### src/rtl/riscv_mem_arb.sv
// Arbiter that shares one BIU port between instruction fetch and data load/store.
// Data has priority, fetch is guarded against starvation, and the bus can be aborted on timeout.
module riscv_mem_arb #(
  parameter int unsigned XLEN         = 32,
  parameter int unsigned STARVE_LIMIT = 4,
  parameter int unsigned TIMEOUT      = 255
) (
  input  logic            clk,
  input  logic            rst,
  input  logic            imem_req,
  input  logic [XLEN-1:0] imem_adr,
  input  logic            imem_flush,
  output logic            imem_ack,
  output logic [XLEN-1:0] imem_q,
  output logic            imem_err,
  input  logic            dmem_req,
  input  logic            dmem_we,
  input  logic [XLEN-1:0] dmem_adr,
  input  logic [XLEN-1:0] dmem_d,
  input  logic [2:0]      dmem_size,
  output logic            dmem_ack,
  output logic [XLEN-1:0] dmem_q,
  output logic            dmem_err,
  output logic            biu_req,
  output logic            biu_we,
  output logic [XLEN-1:0] biu_adr,
  output logic [XLEN-1:0] biu_d,
  output logic [2:0]      biu_size,
  input  logic            biu_ack,
  input  logic [XLEN-1:0] biu_q,
  input  logic            biu_err
);

  localparam int unsigned SW = $clog2(STARVE_LIMIT + 1);
  localparam int unsigned TW = (TIMEOUT > 1) ? $clog2(TIMEOUT) : 1;
  localparam logic [2:0] SizeWord = 3'b010;

  typedef enum logic [1:0] {StIdle, StIbusy, StDbusy} state_e;

  state_e        state;
  logic [SW-1:0] starve_cnt;
  logic [TW-1:0] tmo_cnt;
  logic          drop;

  logic imem_live, imem_forced, grant_d, grant_i, busy, tmo_hit, done;

  always_comb begin
    imem_live   = imem_req && !imem_flush;
    imem_forced = imem_live && (starve_cnt == SW'(STARVE_LIMIT));
    grant_d     = (state == StIdle) && dmem_req && !imem_forced;
    grant_i     = (state == StIdle) && !grant_d && imem_live;
    busy        = (state != StIdle);
    // tmo_cnt counts completed busy cycles, so the abort lands on busy cycle number TIMEOUT
    tmo_hit     = (TIMEOUT != 0) && busy && !biu_ack && (tmo_cnt == TW'(TIMEOUT - 1));
    done        = busy && (biu_ack || tmo_hit);
    biu_req     = busy;

    imem_ack = (state == StIbusy) && done && !drop && !imem_flush;
    imem_q   = (imem_ack && biu_ack) ? biu_q : '0;
    imem_err = imem_ack && (!biu_ack || biu_err);

    dmem_ack = (state == StDbusy) && done;
    dmem_q   = (dmem_ack && biu_ack) ? biu_q : '0;
    dmem_err = dmem_ack && (!biu_ack || biu_err);
  end

  always_ff @(posedge clk or posedge rst) begin
    if (rst) begin
      state      <= StIdle;
      starve_cnt <= '0;
      tmo_cnt    <= '0;
      drop       <= 1'b0;
      biu_we     <= 1'b0;
      biu_adr    <= '0;
      biu_d      <= '0;
      biu_size   <= '0;
    end else begin
      case (state)
        StIdle: begin
          tmo_cnt <= '0;
          drop    <= 1'b0;
          if (grant_d) begin
            state    <= StDbusy;
            biu_we   <= dmem_we;
            biu_adr  <= dmem_adr;
            biu_d    <= dmem_d;
            biu_size <= dmem_size;
            if (imem_live && (starve_cnt != SW'(STARVE_LIMIT))) starve_cnt <= starve_cnt + 1'b1;
          end else if (grant_i) begin
            state    <= StIbusy;
            biu_we   <= 1'b0;
            biu_adr  <= imem_adr;
            biu_d    <= '0;
            biu_size <= SizeWord;
          end
          if (!imem_req || grant_i) starve_cnt <= '0;
        end
        StIbusy, StDbusy: begin
          if (done) begin
            state <= StIdle;
            drop  <= 1'b0;
          end else begin
            tmo_cnt <= tmo_cnt + 1'b1;
            if ((state == StIbusy) && imem_flush) drop <= 1'b1;
          end
        end
        default: state <= StIdle;
      endcase
    end
  end

endmodule

### config.mk
export PLATFORM = sky130hd
export DESIGN_NAME = riscv_mem_arb
export DESIGN_NICKNAME = d
export VERILOG_FILES = /design/src/rtl/riscv_mem_arb.sv
export SDC_FILE = /design/constraint.sdc
export NUM_CORES = 1
export LEC_CHECK = 0
export ABC_CLOCK_PERIOD_IN_PS = 6400
export CAP_MARGIN = 0
export CELL_PAD_IN_SITES_DETAIL_PLACEMENT = 1
export CELL_PAD_IN_SITES_GLOBAL_PLACEMENT = 1
export CORE_ASPECT_RATIO = 0.6
export CORE_MARGIN = 2
export CORE_UTILIZATION = 27
export CTS_BUF_LIST = sky130_fd_sc_hd__clkbuf_8 sky130_fd_sc_hd__clkbuf_16
export CTS_CLUSTER_DIAMETER = 200
export DETAILED_ROUTE_END_ITERATION = 8
export PLACE_DENSITY = 0.86
export SYNTH_ARGS = -nofsm -noshare
export SYNTH_HDL_FRONTEND = slang
export SYNTH_SLANG_ARGS = --single-unit
export TNS_END_PERCENT = 50
### constraint.sdc
create_clock -name clk -period 6.4 [get_ports clk]
set_clock_uncertainty 0.1 [all_clocks]
set_input_delay 1.28 -clock clk [delete_from_list [all_inputs] [get_ports clk]]
set_output_delay 1.28 -clock clk [all_outputs]
set_load 0.005 [all_outputs]
==> impl_metrics.json <==
{
  "cap_viol_max_count": 0,
  "ffs_w_async_s_r_synth_pct": 100,
  "final_net_count": 806,
  "outcome": "finished, final reports clean",
  "max_stage_delay_ns": 0.54,
  "crit_buf_inv": 3,
  "synth_compound_area_share_pct": 17.3,
  "drt_wl_total_mm": 15.7,
  "yosys.area_share.adder_pct": 2.14,
  "min_path_cells": 2,
  "synth.lib_cells_used.distinct": 39,
  "cts-buffers-inserted": 9,
  "post_cts_resized": 0,
  "postCtsSetupBuffers": 0,
  "cts_root_buffer": "sky130_fd_sc_hd__clkbuf_16",
  "dieWidth_um": 163,
  "grt_max_degree": 83,
  "yosysSeqAreaShare_pct": 50.1,
  "layout-drive-gt1-share_pct": 3.91,
  "most_common_library_cell_in_the_layout_ignoring_fill_and_taps": "sky130_fd_sc_hd__clkdlybuf4s50_1",
  "antenna_cells_inserted": 0,
  "power_density_mw_per_mm2": 368,
  "layout_min_cycle_time_ns": 4.55,
  "timing.final.max_slew_violations": 0,
  "timing.max_slew.rel_slack_pct": 30.3,
  "maxClockFrequency_mhz": 220,
  "power.ir.vdd_worst_mv": 0.195,
  "cp_data_required_time_ns": 5.02,
  "buffer_ports.inserted": 275,
  "r2r_cells": 7,
  "wl_per_cell_um": 18.2,
  "minimum_setup_slack_in_the_final_design_ns": 1.85,
  "antenna_found_initial": 0,
  "fill_cells": 1606,
  "pre_cts_ws_ns": 1.85,
  "number_of_drc_violations_after_detailed_routing": 0,
  "synth-edff-count": 0,
  "worstHoldPathType": "register to register",
  "gp_congestion": 0.777,
  "cp_depth": 7,
  "ant_nets": 0,
  "start_kind": "input pin",
  "syn-mean-instance-area_um2": 10.4,
  "synth_mux_area_share_pct": 8.09,
  "totalPowerFinal_w": 0.00270,
  "setup_repair_after_global_routing_missed_its_margin": "false",
  "cts_tree": "yes",
  "timing.critical_path.to_type": "primary output",
  "area_delta_synth_final_pct": 79.1,
  "gr-total-overflow": 0,
  "synthesis.instances": 395,
  "timing.critical_path.cells": "clkdlybuf4s50_1 > nor2_1 > nand2_1 > nor2_1 > buf_4 > and2_1 > clkdlybuf4s50_1",
  "global_route_wire_length_before_repair_mm": 24.7,
  "dominantRegCellSynth": "sky130_fd_sc_hd__dfrtp_1",
  "timing.critical_path.fanout_max": 32,
  "io_pins": 276,
  "avgViaCountPerCell": 4.63,
  "drt_first_pass_iters": 4,
  "tritoncts_num_sinks": 82,
  "clock_latency_ns": 0.34,
  "synth_area_mm2": 0.00410,
  "static-leakage-power_nw": 3.07,
  "ys.warnings.count": 0,
  "synth_xor_area_share_pct": 0,
  "crit_slowest_cell": "sky130_fd_sc_hd__clkdlybuf4s50_1",
  "hold_viol_final": 0,
  "synth_simple_gate_area_share_pct": 18.0,
  "main_combinational_cell_family_by_area_after_synthesis": "simple AND/OR/NAND/NOR gates",
  "gr-usage-all-layers_pct": 19.6,
  "floorplan.initialDensity_pct": 27.9,
  "vias": 3999,
  "setup-violations-final": 0,
  "hpwl_mm": 12.4,
  "totalNegativeSetupSlack_ns": 0,
  "via_count_of_the_first_global_routing_pass": 4422,
  "worstSetupPathType": "input pin to primary output",
  "cts_buffer_depth": 2,
  "holdBufCountCts": 0,
  "synth.ff_latch_count": 82,
  "htreeDepth": 3,
  "worst_max_slew_pin_slew_ns": 1.05,
  "drt_first_iter_violations": 172,
  "data_arrival_time_of_the_worst_path_ns": 3.17,
  "holdWs_ns": 0.386,
  "core.rowCount": 34,
  "fp.dieH_um": 99.4,
  "layout_common_cells": "275 x sky130_fd_sc_hd__clkdlybuf4s50_1, 82 x sky130_fd_sc_hd__dfrtp_1, 65 x sky130_fd_sc_hd__and2_1",
  "die-area_mm2": 0.0162,
  "postSynthNetCount": 541,
  "design.core.area_mm2": 0.0147,
  "clkTransAtPathRegs_ns": 0.07,
  "final_min_period_over_clock_period_pct": 71.1,
  "cp_top_family": "buffers and inverters"
}
==> Yosys cell counts, types with 2 or more instances <==
library cell,n,area [um^2]
sky130_fd_sc_hd__nor2_1,10,37.5
sky130_fd_sc_hd__nand2_1,43,161
sky130_fd_sc_hd__dfrtp_1,82,2050
sky130_fd_sc_hd__nand2b_1,2,12.5
sky130_fd_sc_hd__mux2i_1,32,320
sky130_fd_sc_hd__o22ai_1,2,12.5
sky130_fd_sc_hd__a32o_1,2,20.0
sky130_fd_sc_hd__inv_1,11,41.3
sky130_fd_sc_hd__o21ai_1,32,160
sky130_fd_sc_hd__o21bai_1,2,15.0
sky130_fd_sc_hd__a22o_1,39,342
sky130_fd_sc_hd__ha_1,7,87.6
sky130_fd_sc_hd__nor2b_1,2,12.5
sky130_fd_sc_hd__a21oi_1,3,15.0
sky130_fd_sc_hd__or4b_1,2,20.0
sky130_fd_sc_hd__clkbuf_1,17,63.8
sky130_fd_sc_hd__a21o_1,2,15.0
sky130_fd_sc_hd__buf_6,4,45.0
sky130_fd_sc_hd__nand4b_1,2,17.5
sky130_fd_sc_hd__buf_2,3,15.0
sky130_fd_sc_hd__nor3_1,2,10.0
sky130_fd_sc_hd__and2_1,65,407
sky130_fd_sc_hd__o21ai_0,8,40.0
sky130_fd_sc_hd__buf_4,2,15.0
sky130_fd_sc_hd__nand3_1,4,20.0
sky130_fd_sc_hd__o211ai_1,2,15.0
==> worst register-to-register path, stage by stage, from the launching register on <==
cell and delay [ns]:
sky130_fd_sc_hd__dfrtp_1 0.39, sky130_fd_sc_hd__inv_1 0.13, sky130_fd_sc_hd__ha_1 0.47, sky130_fd_sc_hd__nand2_1 0.17, sky130_fd_sc_hd__a31oi_4 0.80, sky130_fd_sc_hd__buf_12 0.33, sky130_fd_sc_hd__mux2i_1 0.35, sky130_fd_sc_hd__o21ai_1 0.09
==> logic make-up after synthesis <==
group | count (synthesis)
AO/OA/AOI/OAI | 99
AND/OR/NAND/NOR | 137
buffers and inverters | 37
flip-flops | 82
multiplexers | 33
adder cells (fa/ha/maj) | 7
==> stage by stage <==
step / std cells / utilization, % / area [um^2]
2_1_floorplan: 395 / - / 4100
5_1_grt: 863 / 50.0 / 7340
6_report: 863 / 50.0 / 7340
3_3_place_gp: 847 / 47.8 / 7020
3_5_place_dp: 847 / 47.8 / 7020
4_1_cts: 863 / 50.0 / 7340
==> routing by layer <==
layer | up-vias | GRT usage (%) | routed length [um]
met1 | 1981 | 24.1 | 6800
met2 | 103 | 34.6 | 7960
met4 | 0 | 4.02 | 199
met3 | 14 | 5.30 | 775
li1 | 1901 | - | -
met5 | - | 0 | 0
==> where the power goes <==
part / total (W) / switching (W) / internal (W) / leakage, nW
sequential: 0.000879 / 0.000138 / 0.000741 / 1.03
combinational: 0.00126 / 0.000546 / 0.000716 / 1.88
clock: 0.000556 / 0.000241 / 0.000314 / 0.153
==> cell type report <==
cell class / count / area [um^2] / share of cell area [%]
repair buffers: 280 / 2800 / 38.2
flip-flops and latches: 82 / 2050 / 28.0
multi-input cells: 276 / 1870 / 25.5
well taps: 198 / 248 / 3.38
clock buffers: 9 / 225 / 3.07
clock inverters: 7 / 93.8 / 1.28
inverters: 11 / 42.5 / 0.580
==> state kept, by name, indices dropped and copies added (netlist names) <==
register / count
biu_adr: 32
biu_d: 32
tmo_cnt: 8
biu_size: 3
starve_cnt: 3
state: 2
biu_we: 1
drop: 1
==> path summary, 6_finish.rpt <==
path	startpoint	endpoint	slack (ns)
max in group asynchronous	rst	biu_adr[9]	4.00
min in group asynchronous	rst	biu_d[4]	1.50
max reg2reg	state[0]	biu_adr[7]	3.42
min reg2reg	biu_adr[30]	biu_adr[30]	0.39
min	biu_adr[30]	biu_adr[30]	0.39
max	imem_flush	imem_q[23]	1.85
Note: power is estimated with default switching activity, not from simulation.
